[config.mk]
export PLATFORM = sky130hd
export DESIGN_NAME = alu_issue_ctrl
export DESIGN_NICKNAME = d
export VERILOG_FILES = /design/src/rtl/alu_issue_ctrl.sv
export SDC_FILE = /design/constraint.sdc
export NUM_CORES = 1
export LEC_CHECK = 0
export BUFFER_PORTS_ARGS = -buffer_cell sky130_fd_sc_hd__buf_2
export CORE_UTILIZATION = 35
export DETAILED_ROUTE_END_ITERATION = 7
export HOLD_SLACK_MARGIN = 0.06
export PLACE_DENSITY = 0.62
export REMOVE_ABC_BUFFERS = 1
export SLEW_MARGIN = 10
export SYNTH_ARGS = -nofsm -noshare
export SYNTH_HDL_FRONTEND = slang
export SYNTH_SLANG_ARGS = --single-unit
[constraint.sdc]
create_clock -name clk -period 3.67 [get_ports clk]
set_clock_uncertainty 0.1 [all_clocks]
set_input_delay 0.1835 -clock clk [delete_from_list [all_inputs] [get_ports clk]]
set_output_delay 0.1835 -clock clk [all_outputs]
set_load 0.01 [all_outputs]
[src/rtl/alu_issue_ctrl.sv]
// Issue controller for the 4-bit ALU: request FIFO, settle-window FSM and result holding register.
// Optional ALU_ISSUE_STATS_EN adds saturating op/carry counters on the result handshake.
module alu_issue_ctrl #(
    parameter int DEPTH         = 4,
    parameter int SETTLE_CYCLES = 1
) (
    input  logic       clk,
    input  logic       rst,
    input  logic       in_valid,
    output logic       in_ready,
    input  logic [3:0] in_a,
    input  logic [3:0] in_b,
    input  logic [1:0] in_op,
    output logic [3:0] alu_a,
    output logic [3:0] alu_b,
    output logic [1:0] alu_op,
    input  logic       alu_c,
    input  logic [3:0] alu_out,
    output logic       res_valid,
    input  logic       res_ready,
    output logic [4:0] res_data,
    output logic [3:0] res_a,
    output logic [3:0] res_b,
    output logic [1:0] res_op,
    output logic       busy
`ifdef ALU_ISSUE_STATS_EN
    ,
    output logic [15:0] op_count,
    output logic [15:0] carry_count
`endif
);

    localparam int AW = $clog2(DEPTH);
    localparam int CW = $clog2(DEPTH + 1);
    localparam int SW = $clog2(SETTLE_CYCLES + 1);

    typedef struct packed {
        logic [3:0] a;
        logic [3:0] b;
        logic [1:0] op;
    } req_t;

    typedef enum logic [1:0] {
        IDLE,
        SETTLE,
        HOLD
    } state_t;

    req_t          mem [DEPTH];
    logic [AW-1:0] wr_ptr;
    logic [AW-1:0] rd_ptr;
    logic [CW-1:0] count;
    logic          fifo_full;
    logic          fifo_empty;
    logic          push;
    logic          pop;
    req_t          head;
    state_t        state;
    logic [SW-1:0] settle_cnt;

    assign fifo_full  = (count == CW'(DEPTH));
    assign fifo_empty = (count == '0);
    // No pass-through when full: a same-cycle pop does not make room for the offer.
    assign in_ready   = !fifo_full && !rst;
    assign push       = in_valid && in_ready;
    assign pop        = !fifo_empty && ((state == IDLE) || ((state == HOLD) && res_ready));
    assign head       = mem[rd_ptr];
    assign busy       = !fifo_empty || (state != IDLE);

    always_ff @(posedge clk) begin
        if (push) begin
            mem[wr_ptr] <= '{a: in_a, b: in_b, op: in_op};
        end
    end

    always_ff @(posedge clk or posedge rst) begin
        if (rst) begin
            wr_ptr <= '0;
            rd_ptr <= '0;
            count  <= '0;
        end else begin
            if (push) begin
                wr_ptr <= wr_ptr + AW'(1);
            end
            if (pop) begin
                rd_ptr <= rd_ptr + AW'(1);
            end
            case ({push, pop})
                2'b10:   count <= count + CW'(1);
                2'b01:   count <= count - CW'(1);
                default: count <= count;
            endcase
        end
    end

    // A pop always loads the ALU lines and the echo shadow together, from IDLE or back-to-back from HOLD.
    always_ff @(posedge clk or posedge rst) begin
        if (rst) begin
            state      <= IDLE;
            settle_cnt <= '0;
            alu_a      <= '0;
            alu_b      <= '0;
            alu_op     <= '0;
            res_valid  <= 1'b0;
            res_data   <= '0;
            res_a      <= '0;
            res_b      <= '0;
            res_op     <= '0;
        end else begin
            case (state)
                IDLE: begin
                    if (pop) begin
                        alu_a      <= head.a;
                        alu_b      <= head.b;
                        alu_op     <= head.op;
                        res_a      <= head.a;
                        res_b      <= head.b;
                        res_op     <= head.op;
                        settle_cnt <= SW'(SETTLE_CYCLES);
                        state      <= SETTLE;
                    end
                end
                SETTLE: begin
                    if (settle_cnt == SW'(1)) begin
                        res_data   <= {alu_c, alu_out};
                        res_valid  <= 1'b1;
                        settle_cnt <= '0;
                        state      <= HOLD;
                    end else begin
                        settle_cnt <= settle_cnt - SW'(1);
                    end
                end
                HOLD: begin
                    if (res_ready) begin
                        res_valid <= 1'b0;
                        if (pop) begin
                            alu_a      <= head.a;
                            alu_b      <= head.b;
                            alu_op     <= head.op;
                            res_a      <= head.a;
                            res_b      <= head.b;
                            res_op     <= head.op;
                            settle_cnt <= SW'(SETTLE_CYCLES);
                            state      <= SETTLE;
                        end else begin
                            state <= IDLE;
                        end
                    end
                end
                default: begin
                    state <= IDLE;
                end
            endcase
        end
    end

`ifdef ALU_ISSUE_STATS_EN
    logic res_fire;

    assign res_fire = res_valid && res_ready;

    always_ff @(posedge clk or posedge rst) begin
        if (rst) begin
            op_count    <= '0;
            carry_count <= '0;
        end else if (res_fire) begin
            if (op_count != 16'hFFFF) begin
                op_count <= op_count + 16'd1;
            end
            if (res_data[4] && (carry_count != 16'hFFFF)) begin
                carry_count <= carry_count + 16'd1;
            end
        end
    end
`endif

endmodule

==> results of run 1 <==
routing by layer:
| layer | up-vias | global-route usage [%] | share of wire [%] |
|---|---|---|---|
| li1 | 668 | - | - |
| met1 | 696 | 15.3 | 46 |
| met2 | 39 | 20.3 | 49 |
| met3 | 5 | 5.89 | 4.1 |
| met4 | 0 | 2.82 | 0.79 |
| met5 | - | 0 | 0 |
per-stage QoR:
stage          power [mW]  hold WS, ns  cells
2_1_floorplan        1.81        0.124    135
3_3_place_gp         2.11        0.297    281
3_5_place_dp         2.13        0.304    281
4_1_cts              2.71       0.0688    313
5_1_grt              2.85       0.0836    313
6_report             2.67       0.0175    313
power groups by stage:
stage,logic (mW),registers (mW),clock network (mW)
floorplan,0.571,1.24,0
global placement,0.894,1.21,0
detailed placement,0.906,1.22,0
CTS,0.927,1.21,0.576
global route,0.996,1.24,0.610
finish,0.909,1.20,0.556
cells by family after synthesis:
family                   Yosys count
AO/OA/AOI/OAI                      9
XOR/XNOR                           6
adder cells (fa/ha/maj)            6
buffers and inverters             19
flip-flops                        66
multiplexers                      27
AND/OR/NAND/NOR                   16
cell usage after synthesis:
master / instances
fa_1: 1
nor2b_1: 1
ha_1: 5
nor2_1: 2
mux4_2: 8
buf_4: 10
nor4_1: 1
clkbuf_1: 1
buf_6: 2
mux2_4: 8
and2_1: 4
nand3b_1: 1
nand2_1: 1
nor3_2: 1
o21ai_0: 3
buf_2: 1
a211oi_4: 1
o21a_1: 1
a211o_1: 1
edfxtp_1: 40
nor3_4: 1
xnor2_1: 3
nor4b_1: 1
a21oi_1: 3
dfrtp_1: 26
mux4_1: 2
inv_1: 5
nand2b_1: 3
xor2_1: 3
mux2_2: 9
area by class of cell:
class / instances / area share, %
sequential: 66 / 55.5
multi-input combinational: 64 / 23.0
timing repair buffer: 63 / 11.9
clock buffer: 12 / 4.05
tap: 99 / 3.71
clock inverter: 4 / 1.28
inverter: 5 / 0.563
path summary, 6_finish.rpt:
check,startpoint,to,slack [ns],cells past startpoint
setup reg to reg,count[0],count[2],1.36,8
hold reg to reg,res_data[2],res_data[2],0.40,1
hold / removal,rst,state[1],0.02,2
setup / recovery,count[0],count[2],1.36,8
max in group asynchronous,rst,alu_b[0],2.84,2
min in group clk,rst,wr_ptr[0],0.10,3
registers in the layout, indices dropped and copies added (netlist names):
signal,cells
settle_cnt,1
res_valid,1
mem,40
alu_b,4
rd_ptr,2
alu_a,4
count,3
wr_ptr,2
state,2
alu_op,2
res_data,5
what timing repair did:
action	4_1_cts	5_1_grt
buffers inserted	0	0
endpoints found under the hold margin	46	0
hold buffers	16	0
==> flow_metrics.env, run 1 <==
export IMPL_status="finished, final reports clean"
export IMPL_numCtsBuffers=9
export IMPL_worst_path_dominant_cell_family="adder cells"
export IMPL_synth_top_area_cell="edfxtp_1"
export IMPL_ys_seq_area_share_pct=67.5
export IMPL_register_area_mm2=0.00185
export IMPL_p_seq_share_pct=45.1
export IMPL_post_route_period_util_pct=62.9
export IMPL_final_core_util_pct=45.0
export IMPL_cp_cell_sequence="nor3_2, nor3_4, buf_4, ha_1, fa_1, xnor2_1, nor2_1, xor2_1"
export IMPL_synthSimpleGateAreaFrac_pct=4.01
export IMPL_syn_avg_cell_area_um2=18.4
export IMPL_synth_cell_types=30
export IMPL_synth_top_family_by_area="multiplexers"
export IMPL_synth_compound_area_share_pct=2.42
export IMPL_multi_input_area_um2=766
export IMPL_routed_wl_um=4670
export IMPL_finalCriticalPeriod_ns=2.31
export IMPL_fin_nets=234
export IMPL_vdd_drop_max_uv=346
export IMPL_dr_total_vias=1408
export IMPL_numPortBuffers=46
export IMPL_grt_pass1_vias=1427
export IMPL_clockRootBuffer="clkbuf_8"
export IMPL_synth_seq_cells=66
export IMPL_rows=31
export IMPL_fillers=656
export IMPL_slowest_delay_ns=0.46
export IMPL_gp_congestion=0.705
export IMPL_cp_slowest_cell="dfrtp_1"
export IMPL_clk_pin_slew_ns=0.07
export IMPL_synth_xor_area_share_pct=1.92
export IMPL_cts_resized=0
export IMPL_numClockSinks=66
export IMPL_ys_top_cells_by_area="edfxtp_1 (44%), dfrtp_1 (24%), mux4_2 (6.6%)"
export IMPL_slew_headroom_pct=33.6
export IMPL_cts_tree="done"
export IMPL_fmax_mhz=433
export IMPL_hpwl_um=2910
export IMPL_final_common_cell="buf_2"
export IMPL_worstSetupPathType="register to register"
export IMPL_area_delta_synth_final_pct=21.6
export IMPL_p_sw_mw=0.834
export IMPL_die_h_um=90.5
export IMPL_syn_area_mm2=0.00274
export IMPL_power_frac_clock_pct=20.8
export IMPL_ios=47
export IMPL_setup_tns_ns=0
export IMPL_grt_pass1_wl_um=7470
export IMPL_crit_path_start_kind="register"
export IMPL_drc=0
export IMPL_start_util_pct=37.0
export IMPL_powerDensity_mw_per_mm2=799
export IMPL_htreeDepth=3
export IMPL_dieArea_mm2=0.00819
export IMPL_yosys_area_top_type_share_pct=43.8
export IMPL_maxCapViolCount=0
export IMPL_worstPathRequired_ns=3.77
export IMPL_critPathBufInv=1
export IMPL_swShare_pct=31.3
export IMPL_fin_area_mm2=0.00334
export IMPL_end_kind="register"
export IMPL_die_w_um=90.5
export IMPL_clock_latency_ns=0.33
export IMPL_worst_slew_pin_slew_ns=0.995
export IMPL_diodes=0
export IMPL_hold_violations=0
export IMPL_first_iter_violations=43
export IMPL_layout_drive_gt1_share_pct=40.2
export IMPL_maxSlewViolCount=0
export IMPL_place_area_mm2=0.00300
export IMPL_antenna_found_initial=0
export IMPL_via_per_inst=4.50
export IMPL_layout_common_cells="buf_2 (46), edfxtp_1 (40), dfrtp_1 (26)"
export IMPL_combPwrFrac_pct=34.1
export IMPL_routedWlPerCell_um=14.9
export IMPL_total_leakage_power_nw=1.32
export IMPL_grt_use_total_pct=12.6
export IMPL_rsz0062_at_grt="no"
export IMPL_postLayoutSetupSlackWorst_ns=1.36
export IMPL_firstDrtPassIters=4
export IMPL_cp_arrival_ns=2.41
export IMPL_pre_cts_ws_ns=1.39
export IMPL_gr_total_overflow=0
export IMPL_netlist_instances=149
export IMPL_coreArea_mm2=0.00741
export IMPL_grt_max_degree=27
export IMPL_yosysWarningCount=0
export IMPL_worst_path_max_fanout=12
export IMPL_synthAdderAreaFrac_pct=3.01
export IMPL_clk_path_buf_depth=2
export IMPL_setup_violations=0
export IMPL_p_int_mw=1.83
export IMPL_postRouteAntennaNets=0
export IMPL_hold_path_class="input pin to async pin"
export IMPL_muxShareOfSynthArea_pct=16.6
No activity file was read; power rests on OpenSTA's default activity.
==> run 2, diff against run 1 <==
- ABC_AREA: unset -> 1
- PLACE_DENSITY: 0.62 -> 0.64
- clock period: 3.67 -> 1.9 ns (I/O delays scaled with it)
==> flow_metrics.env, run 2 <==
export IMPL_fmax_mhz=563
export IMPL_hold_path_class="input pin to async pin"
export IMPL_clk_path_buf_depth=2
export IMPL_total_power_mw=5.71
export IMPL_finalCriticalPeriod_ns=1.78
export IMPL_postLayoutSetupSlackWorst_ns=0.125
export IMPL_largest_reg_flops=40
export IMPL_r2r_start="count[1]"
export IMPL_hpwl_um=3930
export IMPL_routed_wl_um=5820
export IMPL_layout_common_cells="nand2_1 (117), inv_1 (53), buf_2 (46)"
export IMPL_numPortBuffers=46
export IMPL_syn_avg_cell_area_um2=9.64
export IMPL_total_leakage_power_nw=1.89
export IMPL_final_common_cell="nand2_1"
export IMPL_die_w_um=94.1
export IMPL_first_iter_violations=68
export IMPL_area_delta_synth_final_pct=26.3
export IMPL_powerDensity_mw_per_mm2=1520
export IMPL_dp_cells=461
export IMPL_worstSetupPathType="register to register"
export IMPL_dr_total_vias=2140
export IMPL_grt_pass1_wl_um=9520
export IMPL_pre_cts_ws_ns=0.0157
export IMPL_rsz0062_at_grt="no"
export IMPL_worst_slew_pin_slew_ns=0.371
export IMPL_crit_path_start_kind="register"
export IMPL_coreArea_mm2=0.00822
export IMPL_fin_area_mm2=0.00375
export IMPL_synth_cell_types=24
export IMPL_clockRootBuffer="clkbuf_8"
export IMPL_grt_max_degree=29
export IMPL_maxCapViolCount=0
export IMPL_netlist_top_cells_count="nand2_1 (117), inv_1 (53), edfxtp_1 (40)"
export IMPL_rows=33
export IMPL_netlist_instances=308
export IMPL_end_kind="register"
export IMPL_synth_edf_count=40
export IMPL_ios=47
export IMPL_worstPathRequired_ns=2.03
export IMPL_slew_headroom_pct=75.2
export IMPL_synth_most_common_cell="nand2_1"
export IMPL_fin_cells=497
export IMPL_grt_use_total_pct=14.6
export IMPL_ys_flop_type="edfxtp_1"
export IMPL_vdd_drop_max_uv=481
export IMPL_numClockSinks=66
export IMPL_gp_congestion=0.769
export IMPL_routedWlPerCell_um=11.7
export IMPL_synth_top_area_cell="edfxtp_1"
export IMPL_hold_violations=0
export IMPL_gr_total_overflow=0
export IMPL_firstDrtPassIters=4
export IMPL_grt_pass1_vias=2074
export IMPL_reg_top3="mem: 40 flops, res_data: 5 flops"
export IMPL_yosys_area_top_type_share_pct=40.5
export IMPL_yosysWarningCount=0
export IMPL_numCtsBuffers=9
export IMPL_ys_top_cells_by_area="edfxtp_1 (40%), dfrtp_1 (22%), nand2_1 (15%)"
export IMPL_startpoint="count[1]"
export IMPL_post_route_period_util_pct=93.4
export IMPL_ys_seq_area_share_pct=62.4
export IMPL_fillers=802
export IMPL_via_per_inst=4.31
export IMPL_async_reset_ff_share_pct=39.4
export IMPL_cts_tree="done"
export IMPL_antenna_found_initial=0
export IMPL_setup_violations=0
export IMPL_hold_ws_ns=0.303
export IMPL_clk_pin_slew_ns=0.08
export IMPL_synth_seq_cells=66
export IMPL_maxSlewViolCount=0
export IMPL_start_util_pct=36.1
export IMPL_status="finished, final reports clean"
export IMPL_clock_latency_ns=0.35
export IMPL_final_core_util_pct=45.6
export IMPL_fin_nets=412
export IMPL_layout_drive_gt1_share_pct=24.0
export IMPL_diodes=0
export IMPL_setup_tns_ns=0
export IMPL_die_h_um=94.1
export IMPL_postRouteAntennaNets=0
export IMPL_syn_area_mm2=0.00297
export IMPL_htreeDepth=3
export IMPL_drc=0
export IMPL_worst_path_max_fanout=4
export IMPL_place_area_mm2=0.00335
export IMPL_cp_arrival_ns=1.90
export IMPL_dieArea_mm2=0.00886
export IMPL_regMostFlops="mem"
[run 2: cell types whose count changed in the layout (fill, tap and decap cells not counted), moves of 9 or more]
cell	delta
buf_4	+20
nand2_1	+116
nand3_1	+24
mux2_2	-9
inv_1	+48
[run 2: cells by family (layout without fill, tap and decap cells)]
| family | after synthesis | in the layout | synth area share [%] |
|---|---|---|---|
| buffers and inverters | 75 | 159 | 11.7 |
| and+or+nand+nor | 154 | 154 | 21.5 |
| adders and majority gates | 6 | 6 | 2.78 |
| DFF | 66 | 66 | 62.4 |
| xor gates and xnor gates | 3 | 3 | 0.885 |
| AOI/OAI and AO/OA | 4 | 4 | 0.758 |
[run 2: critical path, stage by stage (launching register included)]
cell and delay, ns:
dfrtp_1 0.41, nor2_4 0.15, nand2_2 0.07, nand2_4 0.08, inv_4 0.03, ha_2 0.19, fa_2 0.34, nand2_1 0.06
nand3_1 0.08, xor2_1 0.14
[run 2: layout make-up]
| type | instances | area (um^2) | area share, % |
|---|---|---|---|
| well taps | 105 | 131 | 3.50 |
| repair buffers | 85 | 568 | 15.2 |
| clock inverters | 6 | 65.1 | 1.74 |
| clock buffers | 10 | 138 | 3.67 |
| inverters | 58 | 220 | 5.87 |
| flip-flops and latches | 66 | 1850 | 49.4 |
| multi-input cells | 167 | 774 | 20.7 |
[run 2: final timing paths]
check | slack, ns | cells after the start | to
max reg2reg | 0.12 | 9 | count[2]
min in group clk | 0.38 | 2 | res_data[1]
max | 0.12 | 9 | count[2]
min | 0.30 | 4 | alu_b[1]
min reg2reg | 0.38 | 2 | res_data[1]
max in group asynchronous | 1.12 | 4 | alu_a[3]
[run 2: routing by layer]
| layer | GRT usage (%) | vias up | wire length, um |
|---|---|---|---|
| met5 | 0 | - | 0 |
| met3 | 3.72 | 8 | 229 |
| met4 | 8.21 | 0 | 99 |
| li1 | - | 1099 | - |
| met2 | 23.8 | 42 | 2920 |
| met1 | 17.4 | 991 | 2570 |
[run 2: what timing repair did]
item	CTS	global route
gates resized for setup	0	2
hold buffers	18	0
hold endpoints to repair	76	0
buffers inserted	0	2
setup endpoints to repair	0	2
[run 2: where the power goes]
group          total, mW  internal [mW]  leakage [nW]  switching [mW]
Combinational       2.36          0.953          1.11            1.41
Clock               1.20          0.643         0.103           0.557
Sequential          2.15           1.91         0.676           0.239
Total               5.71           3.51          1.89            2.20
